$ cat src/rtl/fetch_unit.sv
// fetch_unit: instruction-fetch front end feeding the decode stage.
// Owns the PC, issues one request at a time on the req/gnt/rvalid port,
// absorbs decode stalls with a one-word skid buffer, and discards
// responses that were made stale by an execute-stage redirect.
// Optional build macro: FETCH_PERF_CNT_EN adds perf_fetched/perf_bubble.
//
// state  | meaning
// -------+-----------------------------------------------------
// S_REQ  | presenting PC on the port, waiting for the grant
// S_WAIT | one fetch in flight, waiting for rvalid
// S_FULL | skid buffer holds a word blocked by stallF
module fetch_unit #(
    parameter logic [31:0] RESET_PC  = 32'h0000_0000,
    parameter logic [31:0] NOP_INSTR = 32'h0000_0013
) (
    input  logic        clk,
    input  logic        rst_n,
    input  logic        stallF,
    input  logic        flushD,
    input  logic        pcsrcE,
    input  logic [31:0] pctargetE,
    output logic        imem_req,
    output logic [31:0] imem_addr,
    input  logic        imem_gnt,
    input  logic        imem_rvalid,
    input  logic [31:0] imem_rdata,
    output logic [31:0] instrD,
    output logic [31:0] pcF,
    output logic [31:0] pcplusfourF,
    output logic        validD
`ifdef FETCH_PERF_CNT_EN
    ,
    output logic [31:0] perf_fetched,
    output logic [31:0] perf_bubble
`endif
);

    typedef enum logic [1:0] {
        S_REQ  = 2'd0,
        S_WAIT = 2'd1,
        S_FULL = 2'd2
    } state_t;

    state_t      state;
    logic [31:0] pc;
    logic [31:0] pc_inflight;   // address of the outstanding / buffered word
    logic [31:0] skid_instr;
    logic        drop;          // outstanding response is stale
    logic        load_mem;
    logic        load_skid;
    logic [31:0] load_instr;

    // The request is suppressed while reset is held, even though state is S_REQ.
    assign imem_req  = rst_n && (state == S_REQ);
    assign imem_addr = pc;

    // Decide whether the decode slot takes a word this cycle, and from where.
    always_comb begin
        load_mem   = (state == S_WAIT) && imem_rvalid && !drop && !stallF && !pcsrcE;
        load_skid  = (state == S_FULL) && !stallF && !pcsrcE;
        load_instr = load_skid ? skid_instr : imem_rdata;
    end

    // Fetch sequencing: PC, request handshake, drop flag and skid buffer.
    always_ff @(posedge clk or negedge rst_n) begin
        if (!rst_n) begin
            state       <= S_REQ;
            pc          <= RESET_PC;
            pc_inflight <= '0;
            skid_instr  <= '0;
            drop        <= 1'b0;
        end else if (pcsrcE) begin
            pc <= pctargetE & 32'hFFFF_FFFC;
            case (state)
                S_REQ: begin
                    // memory already accepted this request: wait and drop its reply
                    if (imem_gnt) begin
                        state       <= S_WAIT;
                        drop        <= 1'b1;
                        pc_inflight <= pc;
                    end
                end
                S_WAIT: begin
                    if (imem_rvalid) begin
                        state <= S_REQ;
                        drop  <= 1'b0;
                    end else begin
                        drop  <= 1'b1;
                    end
                end
                default: state <= S_REQ;
            endcase
        end else begin
            case (state)
                S_REQ: begin
                    if (imem_gnt) begin
                        state       <= S_WAIT;
                        pc_inflight <= pc;
                        pc          <= pc + 32'd4;
                    end
                end
                S_WAIT: begin
                    if (imem_rvalid) begin
                        if (drop) begin
                            drop  <= 1'b0;
                            state <= S_REQ;
                        end else if (!stallF) begin
                            state <= S_REQ;
                        end else begin
                            skid_instr <= imem_rdata;
                            state      <= S_FULL;
                        end
                    end
                end
                S_FULL: begin
                    if (!stallF) state <= S_REQ;
                end
                default: state <= S_REQ;
            endcase
        end
    end

    // Decode slot: flush wins over any load; stall simply holds.
    always_ff @(posedge clk or negedge rst_n) begin
        if (!rst_n) begin
            instrD      <= NOP_INSTR;
            pcF         <= '0;
            pcplusfourF <= '0;
            validD      <= 1'b0;
        end else if (flushD) begin
            instrD <= NOP_INSTR;
            validD <= 1'b0;
        end else if (load_mem || load_skid) begin
            instrD      <= load_instr;
            pcF         <= pc_inflight;
            pcplusfourF <= pc_inflight + 32'd4;
            validD      <= 1'b1;
        end
    end

`ifdef FETCH_PERF_CNT_EN
    // Count delivered instructions and unstalled empty decode cycles.
    always_ff @(posedge clk or negedge rst_n) begin
        if (!rst_n) begin
            perf_fetched <= '0;
            perf_bubble  <= '0;
        end else begin
            if ((load_mem || load_skid) && !flushD) perf_fetched <= perf_fetched + 32'd1;
            if (!validD && !stallF) perf_bubble <= perf_bubble + 32'd1;
        end
    end
`endif

endmodule

$ cat config.mk
export PLATFORM = sky130hd
export DESIGN_NAME = fetch_unit
export DESIGN_NICKNAME = d
export VERILOG_FILES = /design/src/rtl/fetch_unit.sv
export SDC_FILE = /design/constraint.sdc
export NUM_CORES = 1
export LEC_CHECK = 0
export CORE_AREA = 8 8 136 138
export CTS_CLUSTER_SIZE = 16
export DETAILED_ROUTE_END_ITERATION = 10
export DIE_AREA = 0 0 144 146
export HOLD_SLACK_MARGIN = 0.03
export PLACE_DENSITY = 0.85
export SETUP_SLACK_MARGIN = 0.3
export SLEW_MARGIN = 15
export SYNTH_ARGS = -nofsm -noshare
export SYNTH_HDL_FRONTEND = slang
export SYNTH_SLANG_ARGS = --single-unit
$ cat constraint.sdc
create_clock -name clk -period 2.8 [get_ports clk]
set_clock_uncertainty 0.15 [all_clocks]
set_input_delay 0.56 -clock clk [delete_from_list [all_inputs] [get_ports clk]]
set_output_delay 0.56 -clock clk [all_outputs]
set_load 0.02 [all_outputs]
**Yosys cells after proc, flatten, opt, wreduce, memory -nomap -nowiden**

Index checks and enable logic that the tools add are counted.

- $mul: 0
- Muxes and demuxes: 23
- Reduce and logical (&&, ||, !) cells: 24
- Equality and inequality tests: 5
- Add/sub/neg operators: 2
- Bitwise logic cells: 3
- Order comparisons: 0
- Div/mod/pow operators: 0
- Shift-type cells: 0

Operators by type and width:

| cell | count |
|---|---|
| $mux W32 | 6 |
| $add A32 B3 Y32 const B | 2 |
| $mux W2 | 7 |
| $reduce_bool A2 Y1 | 6 |
| $reduce_and A2 Y1 | 4 |
| $logic_and A1 B1 Y1 | 7 |
| $mux W1 | 7 |
| $ne A3 B3 Y1 const B | 2 |
| $pmux W2 S3 | 1 |
| $reduce_and A5 Y1 | 1 |
| $pmux W2 S2 | 1 |
| $reduce_and A4 Y1 | 1 |
| $logic_not A1 Y1 | 3 |
| $not A1 Y1 | 3 |
| $eq A2 B1 Y1 const B | 1 |
| $eq A2 B2 Y1 const B | 1 |
| $logic_not A2 Y1 | 1 |
| $ne A2 B2 Y1 const B | 1 |
| $pmux W1 S2 | 1 |
| $logic_or A1 B1 Y1 | 1 |

- Register bits after elaboration: 196
- Memories kept: 0
- Latch bits: 0
- Logic and storage cells: 66
- Bits in writable memories: 0
- Bits in read-only memories: 0
- Bits of input ports: 71
- Output and inout port bits: 130

**Logic depth before layout (Yosys ltp)**

- Depth after elaboration: 8
- Mapped depth: 7

**Worst setup path after synthesis**

Ideal clock, no wire load.

- Path type: input -> register
- From: input port pcsrcE
- To: register skid_instr[10]
- Buffers on the path: 3
- Library setup time: 0.125 ns
- Arrival: 1.812 ns
- Stages on the path: 6
- Setup slack: 0.714 ns
- Cells stage by stage: clkbuf_1 > nand2b_1 > or2_2 > clkbuf_1 > buf_2 > mux2_2

- Word-level cells in the longest chain between the ends: 2

RTL lines:

| what | RTL line | RTL |
|---|---|---|
| from (decl) | 20 | `input logic pcsrcE,` |
| $not A1 Y1 (no source line) | n/a |  |
| $reduce_and A5 Y1 (no source line) | n/a |  |
| to (signal assigned) | 110 | `skid_instr <= imem_rdata;` |
| to (decl) | 47 | `logic [31:0] skid_instr;` |

Every way passes these cells.
A chain may end at the register's enable or synchronous reset.

**Final worst setup path**

- From: register pc[11], in the netlist imem_addr[11]
- To: output port imem_addr[11]

RTL lines:

| what | RTL line | RTL |
|---|---|---|
| from (decl) | 45 | `logic [31:0] pc;` |
| from (signal assigned) | 73 | `pc <= pctargetE & 32'hFFFF_FFFC;` |
| from (signal assigned) | 99 | `pc <= pc + 32'd4;` |
| to (decl) | 23 | `output logic [31:0] imem_addr,` |

No word-level cell between the ends.

==> Flow_metrics.wiki <==
{| class="wikitable"
! Metric !! Value
|-
| Core Footprint || between 0.015 and 0.02 sq mm
|-
| Flip-flop cell with the highest count after synthesis || sky130_fd_sc_hd__dfrtp_1
|-
| Data arrival time at the worst-slack endpoint || ~1.7 ns
|-
| PwrDens || 853 mW/mm^2
|-
| Number of distinct standard cells referenced by the synthesized netlist || 40
|-
| # IOs || between 200 and 250
|-
| Maximum resistive drop on vdd || 428 uV
|-
| Unrepaired setup endpoints after global routing || false
|-
| Leak || around 4.8 nW
|-
| Busiest layer in global routing || met2
|-
| HPWL after detailed placement || 15.1 mm
|-
| Share of layout cells above drive strength 1 || 0.157
|-
| Insertion delay to the later sink of the worst-skew pair || about 0.43 ns
|-
| TritonCTS clock tree || built
|-
| Mapped Cells || 742
|-
| Weighted congestion at the end of routability-driven global placement || about 0.76
|-
| Vias per cell || between 5 and 6
|-
| Cells on worst reg2reg path || 5
|-
| Clock share of power || 0.264
|-
| Final max-slew violation count || 0
|-
| First-pass GRT wire length || between 30 and 40 mm
|-
| Number of enable flip-flop cells after synthesis || 0
|-
| Total number of yosys warnings || 0
|-
| Worst min-delay path class || in -> async
|-
| Clock edge transition at the registers on the reported setup and hold paths || 0.07 ns
|-
| Final clock period utilization by the worst path || 0.845
|-
| Largest net degree at the start of global routing || 148
|-
| Number of H-tree levels || 4
|-
| Max_cap viols || 0
|-
| Combinational share of power || 0.300
|-
| TritonCTS Buffers || 17
|-
| Number of iterations in the first detailed-routing pass || 4
|-
| WP data required || around 2.1 ns
|-
| Number of sinks on the clock net || 188
|-
| Total number of vias || roughly 6,200
|-
| Pin slew with the least headroom to its limit || between 0.7 and 0.8 ns
|-
| Number of nets with antenna violations after detailed routing || 0
|-
| Grt met3 use || 0.0771
|-
| Routed wire per std cell || about 18 um
|-
| Setup tns final || 0 ns
|-
| Slowest CP cell || sky130_fd_sc_hd__clkdlybuf4s50_1
|-
| Met1 global-route usage || 0.255
|-
| Starting DRT DRC Count || about 350
|-
| Drt total wl || between 20 and 25 mm
|-
| Residual DRC || 0
|-
| Number of buffers added to fix hold violations after cts || 0
|-
| Sequential group share of total power || 0.436
|-
| Final setup vio count || 0
|-
| Height of the chip || 146 um
|-
| IO Port Bufs || approximately 190
|-
| CTS-repair resized insts || 1
|-
| Number of buffers on the longest clock path || 2
|-
| Reg-to-reg endpoint || pcF[26]
|-
| Layout-stage area growth over the synthesis result || 32.7%
|-
| Worst setup path category || reg -> out
|-
| Stage delay of the slowest cell on the critical path || 0.71 ns
|-
| Via count of the first global-routing pass || approximately 6,400
|-
| Total global routing overflow || 0
|-
| Worst-path fanout max || 8
|-
| Net load switching power || between 0.003 and 0.004 W
|-
| Async S/R FF share, synth || 1.00
|-
| CTS root buf || sky130_fd_sc_hd__clkbuf_16
|-
| Highest Clock Rate || between 400 and 500 MHz
|-
| Sort of element at the end of the critical path || primary output
|-
| Initial Util || 0.527
|-
| Normalized max-slew margin || 0.476
|-
| Most common library cell in the layout ignoring fill and taps || sky130_fd_sc_hd__clkdlybuf4s50_1
|-
| Diodes inserted || 0
|-
| Number of fill cells in the layout || roughly 1,200
|-
| Nets || 1,000
|-
| Register-to-register setup slack || 0.57 ns
|-
| Total setup buffers inserted after CTS || 0
|-
| DIE WIDTH || around 140 um
|-
| Run status || complete, no violations
|-
| Global-route track usage on met2 || 0.328
|-
| Initial antenna violation count || 1
|-
| Floorplan die area || between 0.02 and 0.025 sq mm
|-
| Period minus WS final || ~2.4 ns
|-
| Register bit total from synthesis || between 150 and 200
|-
| Global routing usage summed across all routing layers || 0.206
|-
| Post-Synthesis Cell Area || about 0.0086 sq mm
|-
| Final Total Pwr || between 0.009 and 0.01 W
|-
| Most used cells in the layout excluding fill and tap cells || 189 x sky130_fd_sc_hd__clkdlybuf4s50_1, 185 x sky130_fd_sc_hd__dfrtp_1, 84 x sky130_fd_sc_hd__nand2_1
|-
| CP delay by family, top || buffers and inverters
|-
| Startpoint type of the worst setup path || flip-flop
|-
| Cells along the critical path || clkdlybuf4s50_1
|-
| Seq/Total Area, Yosys || 0.549
|-
| Cell-internal power || around 0.0066 W
|-
| Fraction of power spent switching nets || 0.317
|-
| Worst R2R Start || state[1]
|-
| Final Hold Violating Endpoints || 0
|-
| Synthesized area per cell || roughly 12 sq um
|-
| Number of core rows || 47
|-
| Buffer and inverter count on the worst path || 1
|}
==> state kept, by name, summed over array words and instances (netlist names) <==
name,cells
pc_inflight,30
validD,1
skid_instr,32
instrD,32
pcplusfourF,30
drop,1
imem_addr,30
state,2
pcF,30
==> cells in the mapped netlist (all sizes together), types with 3 or more instances <==
library cell / n / area share
a211oi: 31 / 0.028
mux2i: 33 / 0.039
nor3: 10 / 0.0090
nand4: 21 / 0.015
nand3: 23 / 0.013
a21oi: 5 / 0.0029
and3: 10 / 0.0073
and4bb: 3 / 0.0044
inv: 7 / 0.0031
dfstp: 3 / 0.0092
mux2: 88 / 0.12
nor2: 49 / 0.021
dfrtp: 185 / 0.54
nand2: 84 / 0.037
nor3b: 4 / 0.0035
nand2b: 3 / 0.0022
or2: 4 / 0.0029
xnor2: 23 / 0.023
xor2: 34 / 0.035
buf: 28 / 0.020
clkbuf: 19 / 0.0083
o21ai: 64 / 0.037
==> cells by family (layout without fill, tap and decap cells) <==
kind of cell	after synthesis	in the layout	share of synthesized area
xor gates and xnor gates	57	57	0.0582
buffers and inverters	54	247	0.0318
other	1	6	0.000437
AOI/OAI and AO/OA	101	101	0.0687
adders and majority gates	2	2	0.00292
and+or+nand+nor	218	218	0.126
muxes	121	121	0.163
DFF	188	188	0.549
==> layer usage <==
layer	vias to the layer above	share of wire
met5	-	0.00061
met4	2	0.012
met3	22	0.095
met2	166	0.48
met1	3033	0.41
li1	2941	-
==> metrics by stage <==
step	area [sq um]	cells	setup slack [ns]	utilization	hold WS (ns)
2_1_floorplan	8600	747	0.714	-	0.114
3_3_place_gp	10800	1128	0.132	0.661	0.313
3_5_place_dp	10800	1128	0.0600	0.661	0.320
4_1_cts	11400	1160	0.419	0.699	0.123
5_1_grt	11400	1160	0.372	0.699	0.159
6_report	11400	1160	0.433	0.699	0.123
==> final cells by class <==
class,instances,area [sq um],share of cell area
sequential,188,4710,0.414
tap,220,275,0.0242
multi-input combinational,505,3640,0.319
inverter,7,26.3,0.00231
clock buffer,19,433,0.0380
clock inverter,13,189,0.0166
timing repair buffer,208,2110,0.186
==> how the worst max path moves through the flow <==
stage / startpoint / to / slack [ns] / cells after the start
2_1_floorplan: pcsrcE / skid_instr[10] / 0.71 / 6
3_3_place_gp: imem_rvalid / pcF[27] / 0.13 / 6
3_5_place_dp: imem_rvalid / pcF[26] / 0.06 / 6
4_1_cts: imem_addr[11] / imem_addr[11] / 0.42 / 1
5_1_grt: imem_addr[11] / imem_addr[11] / 0.37 / 1
6_report: imem_addr[11] / imem_addr[11] / 0.43 / 1
==> power by group through the flow <==
stage	clock network, W	registers [W]	logic, W
after floorplan	0	0.00464	0.00110
after global placement	0	0.00421	0.00285
after detailed placement	0	0.00427	0.00295
after CTS	0.00261	0.00423	0.00296
after global routing	0.00271	0.00435	0.00312
final	0.00256	0.00424	0.00291
Note: power is estimated with default switching activity, not from simulation.
